**src/rtl/alu64_sequencer.sv**
```systemverilog
// Sequences 64-bit ADD/SUB/AND/ORR through an external 32-bit ALU as a low-word
// pass then a high-word pass, chaining the low carry into the high pass.
module alu64_sequencer #(
  parameter bit ZERO_IDLE = 1'b1
) (
  input  logic        clk,
  input  logic        reset_n,
  input  logic        req_valid,
  output logic        req_ready,
  input  logic [1:0]  req_op,
  input  logic [63:0] req_a,
  input  logic [63:0] req_b,
  output logic        rsp_valid,
  input  logic        rsp_ready,
  output logic [63:0] rsp_result,
  output logic [3:0]  rsp_flags,
  output logic [31:0] alu_srca,
  output logic [31:0] alu_srcb,
  output logic [2:0]  alu_ctrl,
  output logic        alu_carry,
  input  logic [31:0] alu_result,
  input  logic [3:0]  alu_flags
);

  typedef enum logic [1:0] {
    S_IDLE = 2'd0,
    S_LO   = 2'd1,
    S_HI   = 2'd2,
    S_DONE = 2'd3
  } state_t;

  state_t      state_q;
  logic [63:0] a_q;
  logic [63:0] b_q;
  logic [1:0]  op_q;
  logic [31:0] lo_res_q;
  logic        lo_z_q;
  logic        lo_c_q;
  logic        rsp_valid_q;
  logic [63:0] rsp_result_q;
  logic [3:0]  rsp_flags_q;
  logic [31:0] srca_q;
  logic [31:0] srcb_q;
  logic [2:0]  ctrl_q;
  logic        carry_q;
  logic        accept_s;

  // ALUControl encoding; bit 2 selects the external carry-in for the arithmetic high pass
  function automatic logic [2:0] ctrl_enc(input logic [1:0] op, input logic hi);
    case (op)
      2'b00:   ctrl_enc = hi ? 3'b100 : 3'b000;
      2'b01:   ctrl_enc = hi ? 3'b101 : 3'b001;
      2'b10:   ctrl_enc = 3'b010;
      2'b11:   ctrl_enc = 3'b011;
      default: ctrl_enc = 3'b000;
    endcase
  endfunction

  assign req_ready  = (state_q == S_IDLE) | ((state_q == S_DONE) & rsp_ready);
  assign accept_s   = req_valid & req_ready;
  assign rsp_valid  = rsp_valid_q;
  assign rsp_result = rsp_result_q;
  assign rsp_flags  = rsp_flags_q;
  assign alu_srca   = srca_q;
  assign alu_srcb   = srcb_q;
  assign alu_ctrl   = ctrl_q;
  assign alu_carry  = carry_q;

  // Sequencer FSM; ALU drive is registered one edge ahead so it is valid for the whole pass
  always_ff @(posedge clk or negedge reset_n) begin
    if (!reset_n) begin
      state_q      <= S_IDLE;
      a_q          <= 64'd0;
      b_q          <= 64'd0;
      op_q         <= 2'd0;
      lo_res_q     <= 32'd0;
      lo_z_q       <= 1'b0;
      lo_c_q       <= 1'b0;
      rsp_valid_q  <= 1'b0;
      rsp_result_q <= 64'd0;
      rsp_flags_q  <= 4'd0;
      srca_q       <= 32'd0;
      srcb_q       <= 32'd0;
      ctrl_q       <= 3'd0;
      carry_q      <= 1'b0;
    end else begin
      case (state_q)
        S_IDLE: begin
          state_q <= S_IDLE;
        end
        S_LO: begin
          lo_res_q <= alu_result;
          lo_z_q   <= alu_flags[2];
          lo_c_q   <= alu_flags[1];
          srca_q   <= a_q[63:32];
          srcb_q   <= b_q[63:32];
          ctrl_q   <= ctrl_enc(op_q, 1'b1);
          carry_q  <= alu_flags[1];
          state_q  <= S_HI;
        end
        S_HI: begin
          rsp_result_q <= {alu_result, lo_res_q};
          rsp_flags_q  <= {alu_flags[3], alu_flags[2] & lo_z_q, alu_flags[1], alu_flags[0]};
          rsp_valid_q  <= 1'b1;
          state_q      <= S_DONE;
          if (ZERO_IDLE) begin
            srca_q  <= 32'd0;
            srcb_q  <= 32'd0;
            ctrl_q  <= 3'd0;
            carry_q <= 1'b0;
          end
        end
        S_DONE: begin
          if (rsp_ready) begin
            rsp_valid_q <= 1'b0;
            state_q     <= S_IDLE;
          end
        end
        default: begin
          state_q <= S_IDLE;
        end
      endcase

      // Acceptance (from IDLE, or from DONE while the result drains) overrides the above
      if (accept_s) begin
        a_q     <= req_a;
        b_q     <= req_b;
        op_q    <= req_op;
        srca_q  <= req_a[31:0];
        srcb_q  <= req_b[31:0];
        ctrl_q  <= ctrl_enc(req_op, 1'b0);
        carry_q <= 1'b0;
        state_q <= S_LO;
      end
    end
  end

endmodule

```
**config.mk**
```make
export PLATFORM = sky130hd
export DESIGN_NAME = alu64_sequencer
export DESIGN_NICKNAME = d
export VERILOG_FILES = /design/src/rtl/alu64_sequencer.sv
export SDC_FILE = /design/constraint.sdc
export NUM_CORES = 1
export LEC_CHECK = 0
export ABC_AREA = 1
export BUFFER_PORTS_ARGS = -buffer_cell sky130_fd_sc_hd__buf_2
export CELL_PAD_IN_SITES_DETAIL_PLACEMENT = 2
export CELL_PAD_IN_SITES_GLOBAL_PLACEMENT = 2
export CORE_ASPECT_RATIO = 2
export CORE_UTILIZATION = 25
export CTS_CLUSTER_SIZE = 10
export DETAILED_ROUTE_END_ITERATION = 10
export MAX_ROUTING_LAYER = met4
export PLACE_DENSITY_LB_ADDON = 0.1
export SYNTH_ARGS = -nofsm -noshare
export SYNTH_HDL_FRONTEND = slang
export SYNTH_SLANG_ARGS = --single-unit
```
**constraint.sdc**
```tcl
create_clock -name clk -period 3.75 [get_ports clk]
set_input_delay 0.375 -clock clk [delete_from_list [all_inputs] [get_ports clk]]
set_output_delay 0.375 -clock clk [all_outputs]
set_load 0.03 [all_outputs]
```
==> impl_metrics.yaml, run 1 <==
run_status:
  status: "finished, final reports clean"
setup_path:
  required_ps: 3380
  crit_chain: "ha_1, nand2_1, nand2_2, buf_4, buf_2"
  crit_path_max_incr_delay_ps: 720
  slowest_stage: "buf_4"
  worstSetupPathType: "reg2out"
  startpoint_type: "flop"
  worstPathArrival_ps: 2540
  critPathMaxFanout: 67
  cp-end-kind: "primary output"
power:
  powerDensity_nw_per_um2: 1010
  p_leak_nw: 7.44
  vdd_ir_drop_max_uv: 420
drt:
  drt_iter0_drc: 257
  postRouteAntennaNets: 0
  drcViolationCount: 0
  wire_per_inst_um: 18.7
  vias_per_cell: 4.60
  vias: 9860
  dr.pass1.iters: 4
  wl_um: 40000
clock_network:
  clkTransAtPathRegs_ps: 60
  cts.repair.resized: 0
  cts_buffer_depth: 3
  htreeDepth: 1
  cts_made_buffers: 28
  cts_root_buf: "clkbuf_16"
  cts_sinks: 238
  clk_latency_ps: 550
  cts_tree: "done"
floorplanning:
  start_util: 0.253
  row_count: 106
  ioPinCount: 308
  die_area_sq_um: 43100
  dieHeight_um: 293
  dieWidth_um: 147
  core_area_sq_um: 41800
sta:
  timing.slew.headroom: 0.373
  hold_viol: 0
  setup_viol: 0
  drv_slew: 0
  fmax_ghz: 0.343
  rsz0062_at_grt: "no"
  tightest_slew_ps: 941
  period_share: 0.778
  finalSetupTns_ps: 0
  clock_skew_ps: 6.14
  period_minus_slack_ps: 2920
global_routing:
  grt_overflow_total: 0
  grt_max_degree: 93
  antenna_found_initial: 7
  grt_pass1_wl_um: 62200
  grt_usage: 0.191
  grt_pass1_vias: 10800
final_layout:
  drive_gt1_frac: 0.227
  final_core_util: 0.319
  final_nets: 1761
  syn_to_final_growth_pct: 26.3
job:
  drv_cap: 0
yosys:
  syn-num-nets: 1498
  syn-mean-instance-area_sq_um: 7.98
  synth-edff-count: 0
  synthArstFlopShare: 1.00
  yosys_warnings: 0
  ys_seq_area_frac: 0.564
  netlist_area_sq_um: 10600
  yosysMostFrequentCell: "nand2_1"
  ys_seq_elements: 238
  yosysTopAreaCellShare: 0.564
  synth_top_cell_by_area: "dfrtp_1"
  synth-main-ff-cell: "dfrtp_1"
  yosys.cell_types.count: 18
  synthCells: 1324
  synth_commonest_cells: "nand2_1 (636), dfrtp_1 (238), inv_1 (73), nand3_1 (69), nand4_1 (68)"
  yosys-top-cells-area: "dfrtp_1 (56%), nand2_1 (23%), nand4_1 (4.0%), nand3_1 (3.3%), o21ai_0 (2.7%)"
place:
  placement.io_buffers: 307
  dpl.hpwl_um: 26100
  gp_congestion: 0.756
hold_path:
  hp-class: "in2reg"
## cells in the final DEF (no fill, tap or decap)
cell type	synthesis	routed
nand2_1	636	636
buf_2	36	306
dfrtp_1	238	238
inv_1	73	71
nand3_1	69	68
nand4_1	68	68
nor2_1	67	67
o21ai_0	58	58
clkbuf_16	0	29
buf_4	14	13
o21ai_1	10	10
diode_2	0	8
clkbuf_1	30	6
dlygate4sd3_1	0	5
inv_4	0	3
buf_12	0	3
a21oi_1	2	2
ha_1	4	2
nand2_2	2	1
nand2_4	0	1
nand3_4	0	1
o21a_1	1	1
ha_4	0	1
ha_2	0	1
bufinv_16	0	1
clkbuf_8	0	1
buf_8	0	1
## stage by stage
stage / power (mW) / instances / cell area, sq um / hold slack (ps) / setup WS (ps)
2_1_floorplan: 8.91 / 1324 / 10600 / 79.4 / 2240
6_report: 13.4 / 2142 / 13300 / 36.5 / 834
4_1_cts: 13.8 / 2134 / 13300 / 3.40 / 763
5_1_grt: 14.6 / 2140 / 13300 / 21.4 / 674
3_3_place_gp: 10.9 / 2092 / 12500 / 450 / 1440
3_5_place_dp: 11.1 / 2092 / 12500 / 453 / 1380
## final cells by class
cell class	instances	area (sq um)
Fill cell	4985	28400
Clock buffer	36	762
Timing Repair Buffer	328	1750
Sequential cell	238	5960
Multi-Input combinational cell	917	3860
Antenna cell	8	20.0
Clock inverter	1	30.0
Tap cell	540	676
Inverter	74	285
## final timing paths
check                                  to            from  slack [ps]  cells past startpoint
hold reg to reg            rsp_result[30]  rsp_result[30]         460                      2
max in group asynchronous    alu_srca[17]         reset_n        2300                      3
setup / recovery                req_ready      state_q[1]         830                      5
min in group asynchronous         a_q[39]         reset_n         390                      2
setup reg to reg             alu_srca[18]      state_q[1]        1430                      6
hold / removal                    a_q[53]       req_a[53]          40                      3
## per-layer routing
layer,GRT usage,share of wire
met5,-,0
met4,0.0531,0.018
met3,0.0377,0.050
met2,0.355,0.54
met1,0.203,0.39
## flip-flops by register name, summed over array words and instances (netlist names)
| name | flops |
|---|---|
| alu_carry | 1 |
| b_q | 32 |
| rsp_result | 64 |
| rsp_flags | 4 |
| alu_ctrl | 3 |
| op_q | 2 |
| a_q | 32 |
| rsp_valid | 1 |
| lo_res_q | 32 |
| state_q | 2 |
| alu_srcb | 32 |
| lo_z_q | 1 |
| alu_srca | 32 |
## cell families after synthesis
logic type	Yosys count	share of synthesized area
flops	238	0.564
buf+inv	169	0.0736
compound gates	71	0.0339
fa+ha+maj	4	0.00474
simple gates	842	0.324
## repair_timing
action / in CTS / in global routing
setup buffers: 0 / 0
endpoints found under the setup margin: 0 / 0
hold buffers: 5 / 0
endpoints found under the hold margin: 92 / 0
## worst max-delay path, delay by kind of cell (launching register included)
kind	cells	cell delay, ps
buf+inv	2	1060
flops	1	420
fa+ha+maj	1	280
simple gates	2	210
## where the power goes
group / switching (mW) / internal, mW / leakage, nW
Sequential: 0.577 / 3.80 / 2.98
Combinational: 4.79 / 1.73 / 4.08
Clock: 1.09 / 1.46 / 0.386
No activity file was read; power rests on OpenSTA's default activity.
==> inputs of run 2 (changes only) <==
--- a/config.mk
+++ b/config.mk
@@ -5,7 +5,7 @@
 export SDC_FILE = /design/constraint.sdc
 export NUM_CORES = 1
 export LEC_CHECK = 0
-export ABC_AREA = 1
+export ABC_AREA = 0
 export BUFFER_PORTS_ARGS = -buffer_cell sky130_fd_sc_hd__buf_2
 export CELL_PAD_IN_SITES_DETAIL_PLACEMENT = 2
 export CELL_PAD_IN_SITES_GLOBAL_PLACEMENT = 2
==> constraint.sdc (replaced) <==
create_clock -name clk -period 2.9 [get_ports clk]
set_input_delay 0.29 -clock clk [delete_from_list [all_inputs] [get_ports clk]]
set_output_delay 0.29 -clock clk [all_outputs]
set_load 0.03 [all_outputs]
==> impl_metrics.yaml, run 2 <==
setup_path:
  required_ps: 2610
  cp-end-kind: "primary output"
  critPathMaxFanout: 67
  crit_chain: "inv_1, ha_1, a21o_2, buf_12, buf_2"
  worstPathArrival_ps: 2090
  critical-path-top-delay-family: "buffers and inverters"
  path_buf_inv: 3
  worstSetupPathDepth: 5
  worstSetupPathType: "reg2out"
  startpoint_type: "flop"
  rr_worst_depth: 6
  slowest_stage: "dfrtp_1"
  crit_path_max_incr_delay_ps: 430
drt:
  vias: 7507
  vias_per_cell: 4.50
  wire_per_inst_um: 19.9
  postRouteAntennaNets: 0
  drt_iter0_drc: 152
  dr.pass1.iters: 4
  drcViolationCount: 0
  wl_um: 33200
yosys:
  yosys_warnings: 0
  synthCells: 682
  yosysMostFrequentCell: "dfrtp_1"
  yosys.cell_types.count: 22
  syn-num-nets: 856
  netlist_area_sq_um: 9780
  synth_top_cell_by_area: "dfrtp_1"
  yosys-top-cells-area: "dfrtp_1 (61%), mux2_2 (19%), mux2i_1 (7.0%), o31ai_1 (5.0%), nand3_1 (3.4%)"
  ys_seq_area_frac: 0.609
  synth-main-ff-cell: "dfrtp_1"
  synth-edff-count: 0
  ys_seq_elements: 238
  synth_commonest_cells: "dfrtp_1 (238), mux2_2 (165), mux2i_1 (68), nand3_1 (66), o31ai_1 (65)"
  syn-mean-instance-area_sq_um: 14.3
  synthArstFlopShare: 1.00
  yosysTopAreaCellShare: 0.609
floorplanning:
  start_util: 0.253
  die_area_sq_um: 39900
  dieHeight_um: 282
  row_count: 102
  dieWidth_um: 142
  ioPinCount: 308
  core_area_sq_um: 38700
sta:
  fmax_ghz: 0.420
  hold_viol: 0
  rsz0062_at_grt: "no"
  drv_slew: 0
  clock_skew_ps: 10.9
  period_share: 0.820
  period_minus_slack_ps: 2380
  finalSetupTns_ps: 0
  setup_viol: 0
  tightest_slew_ps: 667
  timing.slew.headroom: 0.555
  finalHoldWorstSlack_ps: 25.5
  setup_slack_ps: 522
clock_network:
  cts_sinks: 238
  cts.repair.resized: 0
  cts_made_buffers: 28
  cts_root_buf: "clkbuf_16"
  clk_latency_ps: 540
  cts_setup_buffers: 0
  cts_buffer_depth: 3
  cts_tree: "done"
  clkTransAtPathRegs_ps: 50
  htreeDepth: 1
global_routing:
  grt_usage: 0.174
  antenna_found_initial: 4
  grt_pass1_wl_um: 51800
  grt_overflow_total: 0
  grt_pass1_vias: 9000
  grt_max_degree: 80
power:
  powerDensity_nw_per_um2: 1160
  vdd_ir_drop_max_uv: 593
  p_leak_nw: 6.45
  power_mw: 16.6
final_layout:
  syn_to_final_growth_pct: 46.7
  multi_input_area_sq_um: 3540
  final_nets: 1315
  instances_no_fill: 1670
  fill_cells: 4075
  final_common_cell: "buf_2"
  largest_reg_flops: 64
  design_area_sq_um: 14300
  final_cell_mix: "buf_2 (306), dfrtp_1 (238), mux2_2 (165)"
  seq_area_sq_um: 5960
  final_core_util: 0.371
  drive_gt1_frac: 0.458
place:
  dp_cells: 1471
  place_area_sq_um: 12000
  placement.io_buffers: 307
  dpl.hpwl_um: 22000
  pre_cts_ws_ps: 876
  gp_congestion: 0.721
hold_path:
  whs_path_depth: 3
  hp-class: "in2reg"
run_status:
  status: "finished, final reports clean"
job:
  drv_cap: 0
[run 2: cell count changes after synthesis, moves of 17 or more]
| cell | change |
|---|---|
| mux2_2 | +165 |
| o31ai_1 | +65 |
| o21ai_0 | -56 |
| mux2i_1 | +68 |
| inv_1 | -68 |
| nand2_1 | -634 |
| nor2_1 | -65 |
| buf_2 | -17 |
| nand4_1 | -68 |
[run 2: cell type report]
class / count / area share
Clock inverter: 1 / 0.000611
Sequential cell: 238 / 0.415
Antenna cell: 4 / 0.000698
Clock buffer: 34 / 0.0519
Tap cell: 520 / 0.0454
Timing Repair Buffer: 484 / 0.238
Multi-Input combinational cell: 384 / 0.247
Inverter: 5 / 0.00131
[run 2: path summary, 6_finish.rpt]
check,start,to,slack [ps]
worst max-delay path,state_q[0],req_ready,520
worst min-delay path,req_b[3],alu_srcb[3],30
worst max register to register,state_q[0],b_q[57],880
worst min register to register,lo_res_q[3],rsp_result[3],500
max in group asynchronous,reset_n,alu_srcb[30],1790
min in group asynchronous,reset_n,b_q[46],300
[run 2: what timing repair did]
item	4_1_cts	5_1_grt
hold buffers	160	0
setup endpoints to repair	0	0
endpoints found under the hold margin	249	0
[run 2: power breakdown]
group | switching, mW | internal, mW | leakage, nW
Combinational | 4.52 | 3.20 | 3.20
Clock | 1.35 | 1.77 | 0.368
Sequential | 0.811 | 4.96 | 2.88
Total | 6.68 | 9.93 | 6.45
[run 2: cells by family after synthesis]
| family | after synthesis | synth area share |
|---|---|---|
| AO/OA/AOI/OAI | 71 | 0.0536 |
| adder cells (fa/ha/maj) | 4 | 0.00512 |
| multiplexers | 235 | 0.263 |
| AND/OR/NAND/NOR | 74 | 0.0376 |
| buffers and inverters | 60 | 0.0316 |
| flip-flops | 238 | 0.609 |
[run 2: layer usage]
layer	global-route usage	vias up	routed length, um
li1	-	3391	-
met1	0.178	3830	12100
met2	0.327	239	18500
met3	0.0353	47	1810
met4	0.0557	0	926
met5	-	-	0
[run 2: worst register-to-register path: cells and delay by family (launching register included)]
kind | cells | cell delay (ps)
and+or+nand+nor | 1 | 180
buffers and inverters | 2 | 520
AOI/OAI and AO/OA | 1 | 130
adders and majority gates | 1 | 190
DFF | 1 | 430
muxes | 1 | 440
==> inputs of run 3 (changes only) <==
==> constraint.sdc (replaced) <==
create_clock -name clk -period 2.3 [get_ports clk]
set_input_delay 0.23 -clock clk [delete_from_list [all_inputs] [get_ports clk]]
set_output_delay 0.23 -clock clk [all_outputs]
set_load 0.03 [all_outputs]
==> impl_metrics.yaml, run 3 (synthesis results as in run 2) <==
setup_path:
  worstPathArrival_ps: 1950
  required_ps: 2070
  startpoint_type: "flop"
  critPathMaxFanout: 17
  cp-end-kind: "primary output"
  worstSetupPathType: "reg2out"
final_layout:
  syn_to_final_growth_pct: 48.7
  final_nets: 1330
  final_cell_mix: "buf_2 (305), dfrtp_1 (238), dlygate4sd3_1 (168)"
  instances_no_fill: 1677
  largest_reg_flops: 64
  final_common_cell: "buf_2"
  drive_gt1_frac: 0.458
sta:
  clock_skew_ps: 7.30
  finalSetupTns_ps: 0
  drv_slew: 0
  finalHoldWorstSlack_ps: 66.2
  setup_slack_ps: 122
  hold_viol: 0
  period_share: 0.947
  tightest_slew_ps: 654
  rsz0062_at_grt: "no"
  timing.slew.headroom: 0.564
  period_minus_slack_ps: 2180
  fmax_ghz: 0.459
  setup_viol: 0
drt:
  dr.pass1.iters: 5
  wire_per_inst_um: 20.3
  dr_wl_met3_um: 1760
  drt_iter0_drc: 140
  wl_met1_um: 12800
  wl_um: 34100
  vias_per_cell: 4.53
  wl_met2_um: 18100
  dr.max_layer_used: "met4"
  drcViolationCount: 0
  vias: 7591
  postRouteAntennaNets: 0
floorplanning:
  ioPinCount: 308
  core_area_sq_um: 38700
  row_count: 102
  start_util: 0.253
  dieWidth_um: 142
  dieHeight_um: 282
  die_area_sq_um: 39900
hold_path:
  hp-class: "in2reg"
power:
  p_leak_nw: 6.54
  power.share.clock: 0.177
  internal_power_mw: 12.6
  combinationalPowerShare: 0.479
  p_sw_frac: 0.403
  switchingPower_mw: 8.53
  vdd_ir_drop_max_uv: 750
  p_seq_frac: 0.345
  powerDensity_nw_per_um2: 1460
  power_mw: 21.2
place:
  gp_congestion: 0.716
  placement.io_buffers: 307
  dpl.hpwl_um: 22400
  pre_cts_ws_ps: 256
  dp_cells: 1477
global_routing:
  grt_overflow_total: 0
  grt_pass1_vias: 8973
  grt_max_degree: 64
  antenna_found_initial: 1
  grt_usage: 0.177
  grt_pass1_wl_um: 52100
clock_network:
  htreeDepth: 1
  cts_buffer_depth: 3
  cts_root_buf: "clkbuf_16"
  cts_sinks: 238
  clk_latency_ps: 540
  cts_made_buffers: 27
  cts_tree: "done"
  cts_setup_buffers: 0
  clkTransAtPathRegs_ps: 60
job:
  drv_cap: 0
run_status:
  status: "finished, final reports clean"
## run 3: cell count changes in the layout (fill, tap and decap cells not counted), sizes merged
cell         previous run  this run
dlygate4sd3           160       168
buf                   324       329
inv                     6         5
diode                   4         1
clkbuf                 34        31
bufbuf                  0         1
## run 3: metal layers
| layer | track usage | vias up |
|---|---|---|
| met3 | 0.0343 | 72 |
| met2 | 0.316 | 250 |
| met1 | 0.188 | 3855 |
| li1 | - | 3414 |
| met5 | - | - |
| met4 | 0.0786 | 0 |
## run 3: what timing repair did
| action | CTS | global route |
|---|---|---|
| resized for setup | 1 | 2 |
| endpoints found under the hold margin | 260 | 0 |
| hold buffers | 168 | 0 |
| setup endpoints to repair | 1 | 1 |
| cloned | 1 | 1 |
## run 3: final timing paths
kind | cells after the start | from | end | slack (ps)
hold reg to reg | 1 | lo_res_q[10] | lo_res_q[10] | 500
setup / recovery | 5 | state_q[0] | req_ready | 120
min in group asynchronous | 2 | reset_n | alu_srcb[13] | 250
max in group asynchronous | 3 | reset_n | lo_res_q[24] | 1330
hold / removal | 3 | req_valid | alu_srca[28] | 70
setup reg to reg | 6 | state_q[0] | a_q[43] | 190
## run 3: area by class of cell
class                   instances  area [sq um]
fillers                      4009         24100
flip-flops and latches        238          5960
repair buffers                500          3680
multi-input cells             384          3550
clock buffers                  29           683
well taps                     520           651
inverters                       5          18.8
diodes                          1          2.50
## run 3: power by group through the flow
stage	logic [mW]	clock network, mW	registers, mW
after CTS	10.3	3.94	7.35
after global routing	10.9	4.04	7.59
after detailed placement	9.86	0	7.40
after global placement	9.68	0	7.32
final	10.1	3.73	7.30
after floorplan	4.60	0	9.28
## run 3: stage by stage
stage	cell area (sq um)	utilization
final	14500	0.376
after global routing	14500	0.376
after CTS	14500	0.375
after detailed placement	12100	0.313
after global placement	12100	0.313
after floorplan	9780	-
## run 3: critical path, stage by stage (launching register included)
cell and delay (ps):
dfrtp_1 420, inv_1 130, ha_1 240, a21o_4 240
buf_16 180, clkbuf_4 200
